===== config.mk =====
export PLATFORM = sky130hd
export DESIGN_NAME = mem_stage_flat
export DESIGN_NICKNAME = d
export VERILOG_FILES = /design/src/rtl/mem_stage_if.sv /design/src/rtl/mem_stage.sv /design/src/flat_wrapper.sv
export SDC_FILE = /design/constraint.sdc
export NUM_CORES = 1
export LEC_CHECK = 0
export ABC_AREA = 1
export CORE_AREA = 3 3 152 154
export DETAILED_ROUTE_END_ITERATION = 16
export DIE_AREA = 0 0 155 157
export PLACE_DENSITY = 0.65
export SLEW_MARGIN = 30
export SYNTH_ARGS = -nofsm -noshare
export SYNTH_HDL_FRONTEND = slang
export SYNTH_SLANG_ARGS = --single-unit

===== constraint.sdc =====
create_clock -name clk -period 3.02 [get_ports clk]
set_input_delay 0.302 -clock clk [delete_from_list [all_inputs] [get_ports clk]]
set_output_delay 0.302 -clock clk [all_outputs]
set_load 0.01 [all_outputs]

===== src/rtl/mem_stage_if.sv =====
//----------------------------------------------------------------------------
// exmem_if / memwb_if : pipeline register bundles around the MEM stage
// Rev 1.0
//----------------------------------------------------------------------------
`default_nettype none

interface exmem_if;
  typedef struct packed {
    logic       RegWrite;
    logic [1:0] ResultSrc;
    logic       MemWrite;
    logic [2:0] funct3;
  } ctrl_t;

  typedef struct packed {
    logic [31:0] ALUResult;
    logic [31:0] WriteData;
    logic [31:0] PCPlus4;
    logic [4:0]  Rd;
    logic [31:0] ImmExt;
  } data_t;

  ctrl_t ctrl;
  data_t data;

  modport rd (input ctrl, input data);
  modport wr (output ctrl, output data);
endinterface

interface memwb_if;
  typedef struct packed {
    logic       RegWrite;
    logic [1:0] ResultSrc;
  } ctrl_t;

  typedef struct packed {
    logic [31:0] ALUResult;
    logic [31:0] ReadData;
    logic [31:0] PCPlus4;
    logic [4:0]  Rd;
  } data_t;

  ctrl_t ctrl;
  data_t data;

  modport rd (input ctrl, input data);
  modport wr (output ctrl, output data);
endinterface

`default_nettype wire


===== src/rtl/mem_stage.sv =====
//----------------------------------------------------------------------------
// mem_stage : RV32I memory-access stage with req/gnt/rvalid data bus
// Rev 1.0
//----------------------------------------------------------------------------
`default_nettype none

module mem_stage #(
  parameter int BUS_TIMEOUT = 255
) (
  input  logic        clk,
  input  logic        rst_n,
  exmem_if.rd         inputs,
  memwb_if.wr         outputs,
  output logic [31:0] ALUResultM,
  output logic [4:0]  RdM,
  output logic        RegWriteM,
  output logic        StallM,
  output logic        FaultM,
  output logic        dmem_req,
  output logic        dmem_we,
  output logic [31:0] dmem_addr,
  output logic [3:0]  dmem_be,
  output logic [31:0] dmem_wdata,
  input  logic        dmem_gnt,
  input  logic        dmem_rvalid,
  input  logic [31:0] dmem_rdata
);

  localparam logic [1:0] S_IDLE   = 2'd0;
  localparam logic [1:0] S_REQ    = 2'd1;
  localparam logic [1:0] S_WAIT_R = 2'd2;
  localparam logic [1:0] S_DONE   = 2'd3;

  localparam logic [7:0] TIMEOUT = 8'(BUS_TIMEOUT);

  logic [1:0]  state_q, state_d;
  logic [7:0]  cnt_q, cnt_d;
  logic [31:0] rdata_q, rdata_d;
  logic        stale_q, stale_d;

  logic [1:0]  w_a;
  logic [2:0]  w_f3;
  logic        w_is_store, w_is_load, w_mem_op;
  logic        w_illegal, w_misal, w_bad_op, w_legal_op;
  logic [3:0]  w_be;
  logic [31:0] w_wdata;
  logic [7:0]  w_byte;
  logic [15:0] w_half;
  logic [31:0] w_ext;
  logic        w_waiting, w_timeout;
  logic        w_req, w_stall, w_fault, w_capture, w_regwrite;
  logic        w_unused_imm;

  assign w_a        = inputs.data.ALUResult[1:0];
  assign w_f3       = inputs.ctrl.funct3;
  assign w_is_store = inputs.ctrl.MemWrite;
  assign w_is_load  = ~inputs.ctrl.MemWrite & (inputs.ctrl.ResultSrc == 2'b01);
  assign w_mem_op   = w_is_store | w_is_load;

  assign w_illegal  = w_is_store ? (w_f3 >= 3'b011)
                                 : ((w_f3 == 3'b011) || (w_f3[2:1] == 2'b11));
  assign w_misal    = ((w_f3[1:0] == 2'b01) && w_a[0]) ||
                      ((w_f3[1:0] == 2'b10) && (w_a != 2'b00));
  assign w_bad_op   = w_mem_op & (w_illegal | w_misal);
  assign w_legal_op = w_mem_op & ~w_bad_op;

  assign w_unused_imm = ^inputs.data.ImmExt;

  // Byte enables and lane replication are shared by loads and stores.
  always_comb begin
    w_be    = 4'b1111;
    w_wdata = inputs.data.WriteData;
    case (w_f3[1:0])
      2'b00: begin
        w_be    = 4'b0001 << w_a;
        w_wdata = {4{inputs.data.WriteData[7:0]}};
      end
      2'b01: begin
        w_be    = 4'b0011 << w_a;
        w_wdata = {2{inputs.data.WriteData[15:0]}};
      end
      default: ;
    endcase
  end

  always_comb begin
    w_byte = dmem_rdata[7:0];
    case (w_a)
      2'd1:    w_byte = dmem_rdata[15:8];
      2'd2:    w_byte = dmem_rdata[23:16];
      2'd3:    w_byte = dmem_rdata[31:24];
      default: ;
    endcase
    w_half = w_a[1] ? dmem_rdata[31:16] : dmem_rdata[15:0];
    case (w_f3)
      3'b000:  w_ext = {{24{w_byte[7]}}, w_byte};
      3'b001:  w_ext = {{16{w_half[15]}}, w_half};
      3'b010:  w_ext = dmem_rdata;
      3'b100:  w_ext = {24'd0, w_byte};
      3'b101:  w_ext = {16'd0, w_half};
      default: w_ext = 32'd0;
    endcase
  end

  assign w_waiting = (state_q == S_REQ) || (state_q == S_WAIT_R);
  assign w_timeout = w_waiting && (cnt_q == TIMEOUT);

  always_comb begin
    state_d   = state_q;
    w_req     = 1'b0;
    w_stall   = 1'b0;
    w_capture = 1'b0;
    case (state_q)
      S_IDLE: begin
        if (w_legal_op) begin
          w_req = 1'b1;
          if (w_is_store) begin
            w_stall = ~dmem_gnt;
            state_d = dmem_gnt ? S_IDLE : S_REQ;
          end else begin
            w_stall = 1'b1;
            state_d = dmem_gnt ? S_WAIT_R : S_REQ;
          end
        end
      end
      S_REQ: begin
        if (w_timeout) begin
          state_d = S_IDLE;
        end else begin
          w_req   = 1'b1;
          w_stall = ~(w_is_store & dmem_gnt);
          if (dmem_gnt) state_d = w_is_store ? S_IDLE : S_WAIT_R;
        end
      end
      S_WAIT_R: begin
        if (w_timeout) begin
          state_d = S_IDLE;
        end else begin
          w_stall = 1'b1;
          // A response owed to an earlier timed-out load is dropped here.
          if (dmem_rvalid && !stale_q) begin
            w_capture = 1'b1;
            state_d   = S_DONE;
          end
        end
      end
      default: state_d = S_IDLE;
    endcase
  end

  assign w_fault = ((state_q == S_IDLE) && w_bad_op) || w_timeout;

  always_comb begin
    cnt_d = 8'd0;
    if ((state_d == state_q) && w_waiting) cnt_d = cnt_q + 8'd1;
  end

  always_comb begin
    stale_d = stale_q;
    if ((state_q == S_WAIT_R) && w_timeout) stale_d = 1'b1;
    else if (dmem_rvalid)                   stale_d = 1'b0;
  end

  assign rdata_d = w_capture ? w_ext : rdata_q;

  always_ff @(posedge clk or negedge rst_n) begin
    if (!rst_n) begin
      state_q <= S_IDLE;
      cnt_q   <= 8'd0;
      rdata_q <= 32'd0;
      stale_q <= 1'b0;
    end else begin
      state_q <= state_d;
      cnt_q   <= cnt_d;
      rdata_q <= rdata_d;
      stale_q <= stale_d;
    end
  end

  // Bus handshake and stall drop the moment reset asserts, even mid-access.
  assign dmem_req   = w_req & rst_n;
  assign StallM     = w_stall & rst_n;
  assign FaultM     = w_fault & rst_n;
  assign dmem_we    = dmem_req & w_is_store;
  assign dmem_addr  = {inputs.data.ALUResult[31:2], 2'b00};
  assign dmem_be    = dmem_req ? w_be : 4'b0000;
  assign dmem_wdata = dmem_req ? w_wdata : 32'd0;

  assign w_regwrite = inputs.ctrl.RegWrite & ~w_stall & ~w_fault;

  assign outputs.ctrl.RegWrite  = w_regwrite;
  assign outputs.ctrl.ResultSrc = inputs.ctrl.ResultSrc;
  assign outputs.data.ALUResult = inputs.data.ALUResult;
  assign outputs.data.ReadData  = (state_q == S_DONE) ? rdata_q : 32'd0;
  assign outputs.data.PCPlus4   = inputs.data.PCPlus4;
  assign outputs.data.Rd        = inputs.data.Rd;

  assign ALUResultM = inputs.data.ALUResult;
  assign RdM        = inputs.data.Rd;
  assign RegWriteM  = w_regwrite;

endmodule

`default_nettype wire


===== src/flat_wrapper.sv =====
// flat-port wrapper written by rule: the top's interface ports become plain ports
module mem_stage_flat 
#(
  parameter int BUS_TIMEOUT = 255
)
  (clk, rst_n, ALUResultM, RdM, RegWriteM, StallM, FaultM, dmem_req, dmem_we, dmem_addr, dmem_be, dmem_wdata, dmem_gnt, dmem_rvalid, dmem_rdata, inputs_ctrl, inputs_data, outputs_ctrl, outputs_data);
  exmem_if inputs_i ();
  memwb_if outputs_i ();
  input  logic clk;
  input  logic rst_n;
  output logic [31:0] ALUResultM;
  output logic [4:0] RdM;
  output logic RegWriteM;
  output logic StallM;
  output logic FaultM;
  output logic dmem_req;
  output logic dmem_we;
  output logic [31:0] dmem_addr;
  output logic [3:0] dmem_be;
  output logic [31:0] dmem_wdata;
  input  logic dmem_gnt;
  input  logic dmem_rvalid;
  input  logic [31:0] dmem_rdata;
  input wire logic [$bits(inputs_i.ctrl)-1:0] inputs_ctrl;
  input wire logic [$bits(inputs_i.data)-1:0] inputs_data;
  output wire logic [$bits(outputs_i.ctrl)-1:0] outputs_ctrl;
  output wire logic [$bits(outputs_i.data)-1:0] outputs_data;
  assign inputs_i.ctrl = inputs_ctrl;
  assign inputs_i.data = inputs_data;
  assign outputs_ctrl = outputs_i.ctrl;
  assign outputs_data = outputs_i.data;
  mem_stage #(.BUS_TIMEOUT(BUS_TIMEOUT)) u_core (.clk(clk), .rst_n(rst_n), .inputs(inputs_i), .outputs(outputs_i), .ALUResultM(ALUResultM), .RdM(RdM), .RegWriteM(RegWriteM), .StallM(StallM), .FaultM(FaultM), .dmem_req(dmem_req), .dmem_we(dmem_we), .dmem_addr(dmem_addr), .dmem_be(dmem_be), .dmem_wdata(dmem_wdata), .dmem_gnt(dmem_gnt), .dmem_rvalid(dmem_rvalid), .dmem_rdata(dmem_rdata));
endmodule

==> implementation parameters, run 1 <==
Parameter                              Value

Layout
  Number of antenna diodes    0
  Share of post-route cells with drive strength above 1    0.0937
  Synth-to-layout area growth    26.6%
  Net count reported at finish    896
  Fin cells    995
  Final core utilization    0.258

Global route
  Largest net degree at the start of global routing    44
  Global-route wire length before repair    23200 um
  Via count of the first global-routing pass    approximately 4200
  Total routing usage reported by global routing    0.122
  Number of antenna violations at the first check in global routing    1
  Overflow after GRT    0

Worst setup path
  Worst path arrival time    2.56 ns
  Worst Path Max Fanout    6
  Cell chain of the critical path    inv_2 -> ha_1 -> nand2_1 -> nor2_1 -> nand3_1 -> nand2_1 -> o31ai_2 -> inv_2 -> nor2_4 -> o21ai_0 -> nor2_1 -> clkdlybuf4s50_1
  Standard cell with the maximum stage delay on the critical path    sky130_fd_sc_hd__clkdlybuf4s50_1
  Largest stage delay, worst path    between 0.5 and 0.6 ns
  Category of the critical setup timing path    flip-flop to primary output
  Worst EP required    around 2.7 ns
  Kind of end point of the critical path    primary output
  Worst setup SP type    flip-flop
  Worst path buffer plus inverter count    3
  Family with the most delay on the worst path    buffers and inverters

Run status
  Result of the run    complete, no violations

Floorplanning
  Top-level I/O count    390
  Core Rows    between 50 and 60
  Starting density of the core    0.204
  Die footprint    roughly 24000 um^2
  Die Width    155 um
  Core Footprint    21800 um^2
  Die Ht    157 um

Route
  Routed wire length    ~15000 um
  Number of DRC markers after the initial detailed-route iteration    265
  Ratio of routed vias to standard cells    4.21
  First-pass iteration count of the detailed router    4
  Number of nets with antenna violations after detailed routing    0
  Average detailed-routed wire length per instance    approximately 15 um
  Total number of vias    4191
  DRC    0

Timing
  Min setup slack post-route    0.155 ns
  Final Hold Violating Endpoints    0
  Setup skew after layout    about 0.0046 ns
  Tcrit/Tclk final    0.949
  Number of max-slew violations in the final report    0
  Actual slew at the worst max-slew pin    0.624 ns
  Remaining max-slew budget at the tightest pin    0.584
  Top achievable clock speed    349 MHz
  Total negative setup slack    0 ns
  Final setup violating endpoints    0
  Final critical-path required period    around 2.9 ns

Yosys
  Mapped Area    between 4000 and 5000 um^2
  Mean post-synth cell area    around 6.5 um^2
  Yosys cell types    34
  Seq/Total Area, Yosys    0.242
  Synthesized instance count    685
  Flop and latch count out of synthesis    43
  YS warnings    0

CTS
  TritonCTS clock tree    yes
  Bufs on Longest Clock Path    2
  Cell at the root of the clock tree    sky130_fd_sc_hd__clkbuf_16
  Insertion delay to the later sink of the worst-skew pair    0.28 ns
  Num CTS Buffers    5
  H-tree Lvls    2
  Number of post-CTS setup repair buffers    0
  Clock-pin slew on the worst setup and hold paths    0.07 ns
  Clock Sinks    43

Place
  Post-detail-place hpwl    between 10000 and 15000 um
  # port buffers    156
  # placed instances    986
  Global placer's final weighted congestion    0.806
  Worst-case setup slack after placement    -0.0163 ns

Pwr
  Overall Power    approximately 3000 uW
  Max VDD drop    0.257 mV
  Power per Cell Area    531 nW/um^2
  Reported leakage power    0.00319 uW

Worst hold path
  Type of the worst min-delay path    input pin to async pin

Job
  Number of maximum-capacitance constraint violations    0
kinds of logic after synthesis:
| logic type | count (synthesis) | synth area share |
|---|---|---|
| compound gates | 94 | 0.124 |
| other cells | 1 | 0.000842 |
| simple gates | 289 | 0.266 |
| xor+xnor | 6 | 0.0118 |
| fa+ha+maj | 6 | 0.0168 |
| flops | 43 | 0.242 |
| buf+inv | 246 | 0.338 |
routing by layer:
layer,up-vias,wire [um],part of all wire,GRT usage
met1,1905,6130,0.40,0.146
met3,38,1280,0.083,0.0283
met4,2,395,0.026,0.0429
met5,-,7,0.00046,0
met2,205,7530,0.49,0.215
li1,2041,-,-,-
registers in the layout (all words and copies together) (netlist names):
name,count
u_core.cnt_q,8
u_core.stale_q,1
u_core.rdata_q,32
u_core.state_q,2
placed cells by master (no fill, tap or decap), types with 4 or more instances in the layout:
cell / n
sky130_fd_sc_hd__nand2_1: 179
sky130_fd_sc_hd__inv_2: 7
sky130_fd_sc_hd__nor2_1: 62
sky130_fd_sc_hd__ha_1: 6
sky130_fd_sc_hd__o21ai_1: 10
sky130_fd_sc_hd__dlymetal6s2s_1: 25
sky130_fd_sc_hd__clkdlybuf4s50_1: 128
sky130_fd_sc_hd__xor2_1: 4
sky130_fd_sc_hd__nor3_1: 10
sky130_fd_sc_hd__clkbuf_16: 5
sky130_fd_sc_hd__inv_1: 72
sky130_fd_sc_hd__nand3_1: 18
sky130_fd_sc_hd__o21ai_0: 35
sky130_fd_sc_hd__o211ai_1: 7
sky130_fd_sc_hd__nor2_4: 4
sky130_fd_sc_hd__nor2_2: 13
sky130_fd_sc_hd__a21oi_1: 17
sky130_fd_sc_hd__o22ai_1: 8
sky130_fd_sc_hd__a32o_1: 4
sky130_fd_sc_hd__a21o_1: 6
sky130_fd_sc_hd__dfrtp_1: 43
sky130_fd_sc_hd__buf_4: 28
cell usage after synthesis:
cell	n	area share
sky130_fd_sc_hd__inv_1	75	0.063
sky130_fd_sc_hd__nand3b_1	1	0.0017
sky130_fd_sc_hd__nand2_2	2	0.0028
sky130_fd_sc_hd__nor2_4	3	0.0076
sky130_fd_sc_hd__o21ai_2	1	0.0020
sky130_fd_sc_hd__dfrtp_1	43	0.24
sky130_fd_sc_hd__nand2_1	179	0.15
sky130_fd_sc_hd__o32ai_1	1	0.0020
sky130_fd_sc_hd__a21oi_1	17	0.019
sky130_fd_sc_hd__nor2_1	63	0.053
sky130_fd_sc_hd__ha_1	6	0.017
sky130_fd_sc_hd__nor2_2	12	0.017
sky130_fd_sc_hd__nand3_1	18	0.020
sky130_fd_sc_hd__xnor2_1	2	0.0039
sky130_fd_sc_hd__nand3_2	1	0.0022
sky130_fd_sc_hd__o21ai_0	41	0.046
sky130_fd_sc_hd__clkinv_1	2	0.0017
sky130_fd_sc_hd__o21ai_1	4	0.0045
sky130_fd_sc_hd__a41oi_1	1	0.0020
sky130_fd_sc_hd__a21o_1	6	0.010
sky130_fd_sc_hd__o31ai_1	2	0.0034
sky130_fd_sc_hd__conb_1	1	0.00084
sky130_fd_sc_hd__buf_4	144	0.24
sky130_fd_sc_hd__buf_2	5	0.0056
sky130_fd_sc_hd__o22ai_1	8	0.011
sky130_fd_sc_hd__nor3_1	10	0.011
sky130_fd_sc_hd__buf_6	5	0.013
sky130_fd_sc_hd__o211ai_1	7	0.012
sky130_fd_sc_hd__a211oi_1	1	0.0017
sky130_fd_sc_hd__inv_2	4	0.0034
sky130_fd_sc_hd__a32o_1	4	0.0090
sky130_fd_sc_hd__clkbuf_1	11	0.0093
sky130_fd_sc_hd__xor2_1	4	0.0079
sky130_fd_sc_hd__a31oi_1	1	0.0014
per-stage QoR:
stage	hold slack (ns)	cell area, um^2
finish	0.199	5640
global placement	0.461	5390
floorplan	0.00641	4460
global route	0.250	5640
CTS	0.232	5570
detailed placement	0.466	5390
layout make-up:
type	count	area [um^2]
clock buffer	5	125
inverter	81	304
multi-input combinational	398	1890
timing repair buffer	185	1850
fill	2459	16200
sequential	43	1080
tap	280	350
clock inverter	3	43.8
path summary, 6_finish.rpt:
kind / startpoint / to / slack, ns / cells after the start
worst min register to register: u_core.cnt_q[0]$_DFF_PN0_ / u_core.cnt_q[0]$_DFF_PN0_ / 0.47 / 1
worst max register to register: u_core.state_q[0]$_DFF_PN0_ / u_core.rdata_q[12]$_DFFE_PN0P_ / 0.96 / 12
worst max-delay path: u_core.state_q[0]$_DFF_PN0_ / dmem_wdata[26] / 0.16 / 12
max in group asynchronous: rst_n / u_core.rdata_q[18]$_DFFE_PN0P_ / 2.42 / 2
worst min-delay path: rst_n / u_core.rdata_q[17]$_DFFE_PN0P_ / 0.20 / 2
min in group clk: u_core.cnt_q[0]$_DFF_PN0_ / u_core.cnt_q[0]$_DFF_PN0_ / 0.47 / 1
repair_timing:
item                                    in CTS  in global routing
cloned                                       1                  0
gates resized for setup                      6                 33
pin swaps                                    1                  1
hold buffers                                 0                  0
endpoints found under the setup margin      23                 39
report_power, final:
part | internal (uW) | switching, uW | total [uW]
registers | 788 | 115 | 903
clock network | 391 | 239 | 629
logic | 643 | 822 | 1470
Power figures use the tool's default switching activity.
==> run 2: changes to the inputs <==
--- a/config.mk
+++ b/config.mk
@@ -10,6 +10,7 @@
 export DETAILED_ROUTE_END_ITERATION = 16
 export DIE_AREA = 0 0 155 157
 export PLACE_DENSITY = 0.65
+export RECOVER_POWER = 50
 export SLEW_MARGIN = 30
 export SYNTH_ARGS = -nofsm -noshare
 export SYNTH_HDL_FRONTEND = slang
==> run 2 against run 1 <==
Highest routed layer unchanged. The run now ends with max-capacitance violations, max-slew violations left. Power barely moved. Via count is essentially flat. Design area about the same.
==> implementation parameters, run 2 (synthesized netlist as in run 1, its figures left out) <==
Parameter                              Value

Route
  DRC    0
  Ratio of routed vias to standard cells    4.21
  Average detailed-routed wire length per instance    15.4 um
  First-pass iteration count of the detailed router    4
  Total number of vias    around 4200
  Number of DRC markers after the initial detailed-route iteration    265
  Number of nets with antenna violations after detailed routing    0
  Routed wire length    15300 um

Worst setup path
  Category of the critical setup timing path    flip-flop to primary output
  Worst path arrival time    approximately 2.6 ns
  Kind of end point of the critical path    primary output
  Worst Path Max Fanout    6
  Worst EP required    2.72 ns
  Worst setup SP type    flip-flop

Global route
  Largest net degree at the start of global routing    44
  Global-route wire length before repair    23200 um
  Met2 Usage GRT    0.215
  Met3 track demand over resource    0.0283
  Via count of the first global-routing pass    4171
  Total routing usage reported by global routing    0.122
  Number of antenna violations at the first check in global routing    1
  Overflow after GRT    0
  GR Layer Usage met1    0.146
  GR peak layer    met2

Pwr
  Max VDD drop    approximately 0.26 mV
  Reported leakage power    0.00318 uW
  Part of the total power dissipated in the clock network    0.210
  Combinational power share    0.489
  Power per Cell Area    532 nW/um^2
  Psw    between 1000 and 1500 uW
  Sequential share of power    0.301
  Switching power share of the total    0.392
  Internal Pwr Total    1820 uW

Job
  Number of maximum-capacitance constraint violations    1

Timing
  Min setup slack post-route    ~0.15 ns
  Remaining max-slew budget at the tightest pin    -0.623
  Top achievable clock speed    349 MHz
  Total negative setup slack    0 ns
  Final setup violating endpoints    0
  Tcrit/Tclk final    0.949
  Final critical-path required period    between 2 and 3 ns
  Actual slew at the worst max-slew pin    between 2 and 2.5 ns
  Worst slack on hold paths    0.472 ns
  Final Hold Violating Endpoints    0
  Setup skew after layout    0.00458 ns
  Number of max-slew violations in the final report    44

Layout
  Synth-to-layout area growth    26.5%
  Number of inserted filler cells in the final layout    between 2000 and 2500
  Net count reported at finish    896
  Commonest non-fill, non-tap cells in the layout    sky130_fd_sc_hd__nand2_1 (179), sky130_fd_sc_hd__clkdlybuf4s50_1 (128), sky130_fd_sc_hd__inv_1 (72), sky130_fd_sc_hd__nor2_1 (62), sky130_fd_sc_hd__dfrtp_1 (43)
  Share of post-route cells with drive strength above 1    0.0909
  Number of antenna diodes    0
  Fin cells    between 900 and 1000
  Largest registers    u_core.rdata_q (32), u_core.cnt_q (8), u_core.state_q (2)
  Most common cell after layout, fill and taps aside    sky130_fd_sc_hd__nand2_1
  Flip-flop count of the largest register, all copies and words added    32
  Register with the most flip-flops    u_core.rdata_q

Place
  # port buffers    156
  Post-detail-place hpwl    12500 um
  Global placer's final weighted congestion    0.806
  # placed instances    between 900 and 1000
  Worst-case setup slack after placement    -0.0163 ns

Floorplanning
  Core Rows    54
  Die footprint    24300 um^2
  Top-level I/O count    390
  Starting density of the core    0.204
  Core Footprint    21800 um^2
  Die Ht    157 um
  Die Width    roughly 160 um

CTS
  H-tree Lvls    2
  Insertion delay to the later sink of the worst-skew pair    approximately 0.28 ns
  Clock-pin slew on the worst setup and hold paths    0.07 ns
  Bufs on Longest Clock Path    2
  Clock Sinks    43
  TritonCTS clock tree    yes
  Num CTS Buffers    5
  # hold bufs at CTS    0
  Cell at the root of the clock tree    sky130_fd_sc_hd__clkbuf_16

Run status
  Violated checks    max-capacitance violations, max-slew violations
  Result of the run    complete, but fails checks

Worst hold path
  Type of the worst min-delay path    flip-flop to flip-flop
## run 2: worst max-delay path, stage by stage (launching register included)
cell	delay, ns
sky130_fd_sc_hd__dfrtp_1	0.39
sky130_fd_sc_hd__inv_2	0.11
sky130_fd_sc_hd__ha_1	0.27
sky130_fd_sc_hd__nand2_1	0.08
sky130_fd_sc_hd__nor2_1	0.04
sky130_fd_sc_hd__nand3_1	0.10
sky130_fd_sc_hd__nand2_1	0.09
sky130_fd_sc_hd__o31ai_2	0.08
sky130_fd_sc_hd__inv_2	0.12
sky130_fd_sc_hd__nor2_4	0.17
sky130_fd_sc_hd__o21ai_0	0.15
sky130_fd_sc_hd__nor2_1	0.12
sky130_fd_sc_hd__clkdlybuf4s50_1	0.55
## run 2: what timing repair did
action	4_1_cts	5_1_grt
setup buffers	0	0
pin swaps	1	1
endpoints found under the setup margin	23	39
resized for setup	6	33
gates cloned	1	0
## run 2: path summary, 6_finish.rpt
| path | startpoint | to | slack, ns | depth (start not counted) |
|---|---|---|---|---|
| worst min register to register | u_core.cnt_q[0]$_DFF_PN0_ | u_core.cnt_q[0]$_DFF_PN0_ | 0.47 | 1 |
| min in group asynchronous | rst_n | u_core.rdata_q[17]$_DFFE_PN0P_ | 1.05 | 2 |
| max in group asynchronous | rst_n | u_core.rdata_q[18]$_DFFE_PN0P_ | 0.59 | 2 |
| worst max register to register | u_core.state_q[0]$_DFF_PN0_ | u_core.rdata_q[12]$_DFFE_PN0P_ | 0.96 | 12 |
| worst min-delay path | u_core.cnt_q[0]$_DFF_PN0_ | u_core.cnt_q[0]$_DFF_PN0_ | 0.47 | 1 |
| worst max-delay path | u_core.state_q[0]$_DFF_PN0_ | dmem_wdata[26] | 0.15 | 12 |
## run 2: final cells by class
type                    instances  area, um^2  share of cell area
well taps                     280         350              0.0622
clock buffers                   5         125              0.0222
flip-flops and latches         43        1080               0.191
multi-input cells             398        1890               0.336
inverters                      81         304              0.0540
repair buffers                185        1840               0.327
clock inverters                 3        43.8             0.00777
## run 2: stage by stage
step                      cell area (um^2)  total power (uW)   util
after floorplan                       4460              1900      -
after global placement                5390              2360  0.247
after detailed placement              5390              2370  0.247
after CTS                             5570              3030  0.255
after global routing                  5640              3220  0.258
final                                 5640              3000  0.258
## run 2: power groups by stage
stage          Combinational (uW)  Sequential (uW)  Clock, uW
2_1_floorplan                1010              887          0
3_3_place_gp                 1450              907          0
3_5_place_dp                 1460              908          0
4_1_cts                      1480              902        641
5_1_grt                      1630              925        667
6_report                     1460              903        629
## run 2: routing by layer
metal  vias to the layer above  share of wire
met5                         -        0.00046
met1                      1904           0.40
met2                       205           0.49
met3                        38          0.083
li1                       2041              -
met4                         2          0.026
